**config.mk**
```make
export PLATFORM = sky130hd
export DESIGN_NAME = fp_align_unit
export DESIGN_NICKNAME = d
export VERILOG_FILES = /design/src/rtl/fp_align_unit.sv
export SDC_FILE = /design/constraint.sdc
export NUM_CORES = 1
export LEC_CHECK = 0
export CORE_UTILIZATION = 25
export CTS_CLUSTER_SIZE = 12
export DETAILED_ROUTE_END_ITERATION = 8
export GPL_ROUTABILITY_DRIVEN = 0
export PLACE_DENSITY = 0.55
export SLEW_MARGIN = 10
export SYNTH_ARGS = -nofsm -noshare
export SYNTH_HDL_FRONTEND = slang
export SYNTH_SLANG_ARGS = --single-unit
```
**constraint.sdc**
```tcl
create_clock -name clk -period 3.7 [get_ports clk]
set_input_delay 0.74 -clock clk [delete_from_list [all_inputs] [get_ports clk]]
set_output_delay 0.74 -clock clk [all_outputs]
set_load 0.01 [all_outputs]
```
**src/rtl/fp_align_unit.sv**
```systemverilog
// Mantissa alignment stage for the FP adder: orders two operands by exponent and
// right-shifts the smaller mantissa up to STEP bits per cycle, collecting guard/round/sticky.
module fp_align_unit #(
  parameter int EXP_W  = 8,
  parameter int FRAC_W = 23,
  parameter int STEP   = 4,
  localparam int W     = 1 + EXP_W + FRAC_W,
  localparam int M     = FRAC_W + 5
) (
  input  logic             clk,
  input  logic             rst,
  input  logic             in_valid,
  output logic             in_ready,
  input  logic [W-1:0]     a,
  input  logic [W-1:0]     b,
  output logic             out_valid,
  input  logic             out_ready,
  output logic [EXP_W-1:0] out_exp,
  output logic             out_sign_l,
  output logic             out_sign_s,
  output logic             out_swap,
  output logic [M-1:0]     mant_l,
  output logic [M-1:0]     mant_s,
  output logic [1:0]       o_dbg_state
);

  // Handshakes: a transfer happens on a rising edge where valid & ready are both 1;
  // valid never waits on ready, and the result is held stable until its transfer.
  localparam logic [1:0] S_IDLE  = 2'd0;
  localparam logic [1:0] S_SHIFT = 2'd1;
  localparam logic [1:0] S_DONE  = 2'd2;

  localparam logic [EXP_W:0] M_C    = (EXP_W+1)'(M);
  localparam logic [EXP_W:0] STEP_C = (EXP_W+1)'(STEP);

  logic [1:0]       r_state;
  logic [EXP_W:0]   r_rem;
  logic [EXP_W-1:0] r_exp;
  logic             r_sign_l;
  logic             r_sign_s;
  logic             r_swap;
  logic [M-1:0]     r_mant_l;
  logic [M-1:0]     r_mant_s;

  logic [EXP_W-1:0] w_ea_fld;
  logic [EXP_W-1:0] w_eb_fld;
  logic [EXP_W-1:0] w_ea;
  logic [EXP_W-1:0] w_eb;
  logic             w_ha;
  logic             w_hb;
  logic [M-1:0]     w_mant_a;
  logic [M-1:0]     w_mant_b;
  logic [M-1:0]     w_mant_small;
  logic [M-1:0]     w_mant_s_ld;
  logic             w_swap;
  logic             w_sat;
  logic             w_in_ready;
  logic             w_accept;
  logic [EXP_W:0]   w_diff;
  logic [EXP_W:0]   w_k;
  logic [M-1:0]     w_mask;
  logic [M-1:0]     w_shifted;
  logic [M-1:0]     w_mant_s_step;
  logic             w_sticky;
  logic             w_last;

  // Denormals use effective exponent 1 with a zero hidden bit.
  assign w_ea_fld = a[W-2 -: EXP_W];
  assign w_eb_fld = b[W-2 -: EXP_W];
  assign w_ha     = |w_ea_fld;
  assign w_hb     = |w_eb_fld;
  assign w_ea     = w_ha ? w_ea_fld : EXP_W'(1);
  assign w_eb     = w_hb ? w_eb_fld : EXP_W'(1);
  assign w_mant_a = {1'b0, w_ha, a[FRAC_W-1:0], 3'b000};
  assign w_mant_b = {1'b0, w_hb, b[FRAC_W-1:0], 3'b000};

  assign w_swap       = w_eb > w_ea;
  assign w_diff       = w_swap ? ({1'b0, w_eb} - {1'b0, w_ea}) : ({1'b0, w_ea} - {1'b0, w_eb});
  assign w_sat        = w_diff >= M_C;
  assign w_mant_small = w_swap ? w_mant_a : w_mant_b;
  assign w_mant_s_ld  = w_sat ? {{(M-1){1'b0}}, |w_mant_small} : w_mant_small;

  assign w_in_ready = ~rst & ((r_state == S_IDLE) | ((r_state == S_DONE) & out_ready));
  assign w_accept   = in_valid & w_in_ready;

  // One shift step: move by at most STEP, folding every bit that falls off into bit 0.
  assign w_k = (r_rem < STEP_C) ? r_rem : STEP_C;

  always_comb begin
    w_mask = '0;
    for (int i = 0; i < M; i++) begin
      w_mask[i] = (i < int'(w_k));
    end
  end

  assign w_shifted     = r_mant_s >> w_k;
  assign w_sticky      = (|(r_mant_s & w_mask)) | r_mant_s[0];
  assign w_mant_s_step = {w_shifted[M-1:1], w_shifted[0] | w_sticky};
  assign w_last        = (w_k == r_rem);

  always_ff @(posedge clk) begin
    if (rst) begin
      r_state  <= S_IDLE;
      r_rem    <= '0;
      r_exp    <= '0;
      r_sign_l <= 1'b0;
      r_sign_s <= 1'b0;
      r_swap   <= 1'b0;
      r_mant_l <= '0;
      r_mant_s <= '0;
    end else if (w_accept) begin
      r_exp    <= w_swap ? w_eb : w_ea;
      r_sign_l <= w_swap ? b[W-1] : a[W-1];
      r_sign_s <= w_swap ? a[W-1] : b[W-1];
      r_swap   <= w_swap;
      r_mant_l <= w_swap ? w_mant_b : w_mant_a;
      r_mant_s <= w_mant_s_ld;
      r_rem    <= w_diff;
      r_state  <= ((w_diff == '0) || w_sat) ? S_DONE : S_SHIFT;
    end else if (r_state == S_SHIFT) begin
      r_mant_s <= w_mant_s_step;
      r_rem    <= r_rem - w_k;
      if (w_last) begin
        r_state <= S_DONE;
      end
    end else if ((r_state == S_DONE) && out_ready) begin
      r_state <= S_IDLE;
    end
  end

  assign in_ready    = w_in_ready;
  assign out_valid   = (r_state == S_DONE);
  assign out_exp     = r_exp;
  assign out_sign_l  = r_sign_l;
  assign out_sign_s  = r_sign_s;
  assign out_swap    = r_swap;
  assign mant_l      = r_mant_l;
  assign mant_s      = r_mant_s;
  assign o_dbg_state = r_state;

endmodule

```
==> impl_metrics.toml, run 1 <==
[routing]
firstDrtPassIters = 7
drt_first_iter_violations = 497
antenna_violating_nets_left = 0
vias = 5714
via_per_inst = 5.19
route.detailed.drc = 0
wl_per_cell_um = 18.2
finalWirelength_um = 20000

[power_and_ir_drop]
power_frac_comb_pct = 35.9
p_int_mw = 1.86
power-per-cell-area_mw_per_mm2 = 347
finalPower_mw = 2.82
seq_power_share_pct = 32.0
p_leak_nw = 3.30
ir_drop_mv = 0.270
power_switching_share_pct = 34.0
power_switching_mw = 0.958
share_clk_of_total_power_pct = 32.1

[finish]
design.final.nets = 907
final.fill_count = 2201
post-route-util_pct = 38.2
total_area_of_multi_input_combinational_cells_sq_mm = 0.00384
layout-area-overhead-vs-synth_pct = 48.2
drive_gt1_share_pct = 20.5
area.sequential_sq_mm = 0.00148

[sta]
final_critical_path_setup_slack_ps = 38.1
final_max_slew_viol_count = 0
hold_viol = 0
max_slew.worst_pin.slew_ps = 815
final_period_minus_worst_setup_slack_ps = 3660
timing.max_slew.rel_slack_pct = 45.3
setup-tns-final_ps = 0
setup-violations-final = 0
rsz0062_at_grt = "yes"
final_min_period_over_clock_period_pct = 99.0
finalClockSkew_ps = 6.21
whs_ps = 459
timing.fmax_mhz = 273

[worst_setup_path]
timing.critical_path.fanout_max = 7
critical_path_data_arrival_time_ps = 3900
worst_path_cell_chain = "clkdlybuf4s15_1, nor4_4, nand2_1, nand2b_1, inv_2, ha_4, fa_2, o21bai_4, a221oi_2, or2_1, mux4_2, a311o_2, buf_12, a311o_1"
ff2ff_setup_slack_ps = 1100
critPathRequiredTime_ps = 3930
timing.rr.end = "r_rem[6]$_SDFFE_PP0P_"
critical_path.startpoint_type = "primary input"
timing.critical_path.slowest_cell_delay_ps = 450
cp-end-kind = "flip-flop"
crit_path_top_delay_cell = "sky130_fd_sc_hd__mux4_2"
crit_path_start = "b[25]"
regToRegStartpoint = "r_rem[5]$_SDFFE_PP0P_"
rr_worst_depth = 11
path_class = "primary input to flip-flop"

[synth]
post-synth-top-count-cell = "sky130_fd_sc_hd__dfxtp_1"
syn_inst = 655
synth_ff_type = "sky130_fd_sc_hd__dfxtp_1"
ys.warnings.count = 0
netlist.area_leader.share_pct = 27.1
mappedNetlistArea_sq_mm = 0.00547
yosys-top-cells-area = "sky130_fd_sc_hd__dfxtp_1, sky130_fd_sc_hd__mux2i_1, sky130_fd_sc_hd__a211oi_1, sky130_fd_sc_hd__nor2_1, sky130_fd_sc_hd__ha_1"
per_instance_average_area_after_synthesis_sq_um = 8.35
yosys-top-cells-count = "sky130_fd_sc_hd__dfxtp_1, sky130_fd_sc_hd__mux2i_1, sky130_fd_sc_hd__nor2_1, sky130_fd_sc_hd__clkbuf_1"
yosys.area.top_type = "sky130_fd_sc_hd__dfxtp_1"
synth_cell_types = 63
synth_enable_flop_cells = 0
async_reset_ff_share_pct = 0
yosys_register_bits = 74
ys_seq_area_share_pct = 27.1

[global_route]
largest_net_degree_at_the_start_of_global_routing = 75
grt-busiest-layer = "met2"
use_met2_pct = 27.8
overflow = 0
first_global_vias = 5463
number_of_antenna_violations_at_the_first_check_in_global_routing = 0
groute.usage.overall_pct = 17.9
global_route.usage.met3_pct = 2.77
first_pass_grt_wire_length_um = 31100
globalRouteMet1Util_pct = 24.7

[job]
cap_violations = 0

[placement]
place_worst_setup_slack_ps = -686
hpwlAfterDp_um = 14400
port-buffer-count = 134

[clock_network]
clkLatencyLatePin_ps = 350
clk_transition_reported_paths_ps = 60
cts-htree-levels = 3
max-clock-path-buffers = 2
clock-sinks = 74
tritoncts = "yes"
tritoncts.num_buffers = 9
clk_root_buffer_cell = "sky130_fd_sc_hd__clkbuf_16"
postCtsHoldBufs = 0

[die]
initial_utilization_pct = 25.8
floorplan.io_pins = 139
die-height_um = 150
die_w_um = 150
core_region_area_sq_mm = 0.0212
num_rows = 53
fp.dieArea_sq_mm = 0.0225

[outcome]
run_status = "finished clean"

[worst_hold_path]
hold_class = "flip-flop to flip-flop"
min-delay-start = "out_exp[0]$_SDFFE_PP0P_"
min_delay_worst_endpoint = "out_exp[0]$_SDFFE_PP0P_"
hold_path_depth = 2
-- per-stage QoR --
step / area [sq um] / std cells
detailed placement: 7460 / 1067
floorplan: 5520 / 658
global route: 8100 / 1100
global placement: 7460 / 1067
finish: 8110 / 1101
CTS: 7970 / 1095
-- power groups by stage --
stage | Clock (mW) | Sequential [mW] | Combinational [mW]
floorplan | 0 | 0.918 | 0.507
global placement | 0 | 0.917 | 0.926
detailed placement | 0 | 0.916 | 0.931
CTS | 0.928 | 0.900 | 0.985
global route | 0.951 | 0.907 | 1.09
finish | 0.905 | 0.900 | 1.01
-- worst max path at each step --
stage / end / slack [ps] / cells past startpoint
after floorplan: mant_s[13]$_SDFFE_PP0P_ / 20 / 14
after global placement: mant_s[0]$_SDFFE_PP0P_ / -640 / 14
after detailed placement: mant_s[0]$_SDFFE_PP0P_ / -690 / 14
after CTS: mant_s[0]$_SDFFE_PP0P_ / 2 / 13
after global routing: mant_s[0]$_SDFFE_PP0P_ / -40 / 14
final: mant_s[0]$_SDFFE_PP0P_ / 40 / 14
-- cells in the final DEF, fill, tap and decap left out, drive strengths merged, types with 17 or more instances in the layout --
cell type	count
o21ai	22
a211oi	45
nor4	19
nand2	45
mux2i	71
ha	17
clkdlybuf4s50	117
nor3	18
dfxtp	74
a21oi	26
nor2	67
inv	19
o41ai	19
buf	94
-- what timing repair did --
item,4_1_cts,5_1_grt
gates cloned,2,1
pin swaps,16,14
endpoints found under the setup margin,27,27
resized for setup,70,17
setup buffers,10,4
-- registers in the layout, indices dropped and copies added (netlist names) --
name,flops
out_sign_s,1
r_rem,9
o_dbg_state,2
mant_l,24
mant_s,28
out_sign_l,1
out_exp,8
out_swap,1
-- metal layers --
layer	routed length, um	vias to the layer above	part of all wire, %
li1	-	2805	-
met3	1110	20	5.5
met1	9110	2683	46
met4	388	0	1.9
met2	9380	206	47
met5	0	-	0
-- cell type report --
type	instances	share of cell area [%]
Antenna cell	1	0.0309
Clock buffer	10	2.82
Clock inverter	6	0.818
Inverter	19	0.880
Multi-Input combinational cell	493	47.3
Sequential cell	74	18.3
Tap cell	275	4.25
Timing Repair Buffer	223	25.6
-- kinds of logic (layout without fill, tap and decap cells) --
family          after synthesis  after routing  synth area share [%]
simple gates                194            194                  16.8
xor+xnor                     10             10                  1.60
other cells                   2              6                 0.137
buf+inv                      91            258                  7.14
fa+ha+maj                    19             19                  4.62
compound gates              183            183                  26.6
mux                          82             82                  16.1
flops                        74             74                  27.1
-- worst max-delay path, delay by kind of cell --
| family | cells | cell delay [ps] |
|---|---|---|
| buffers and inverters | 3 | 470 |
| AO/OA/AOI/OAI | 4 | 1000 |
| AND/OR/NAND/NOR | 4 | 700 |
| multiplexers | 1 | 450 |
| adder cells (fa/ha/maj) | 2 | 520 |
No activity file was read; power rests on OpenSTA's default activity.
==> inputs of run 2 (changes only) <==
GPL_ROUTABILITY_DRIVEN = default   (was 0)
SLEW_MARGIN = default   (was 10)
==> results of run 2 <==
Final layout, timing and power as in run 1 (identical DEF).
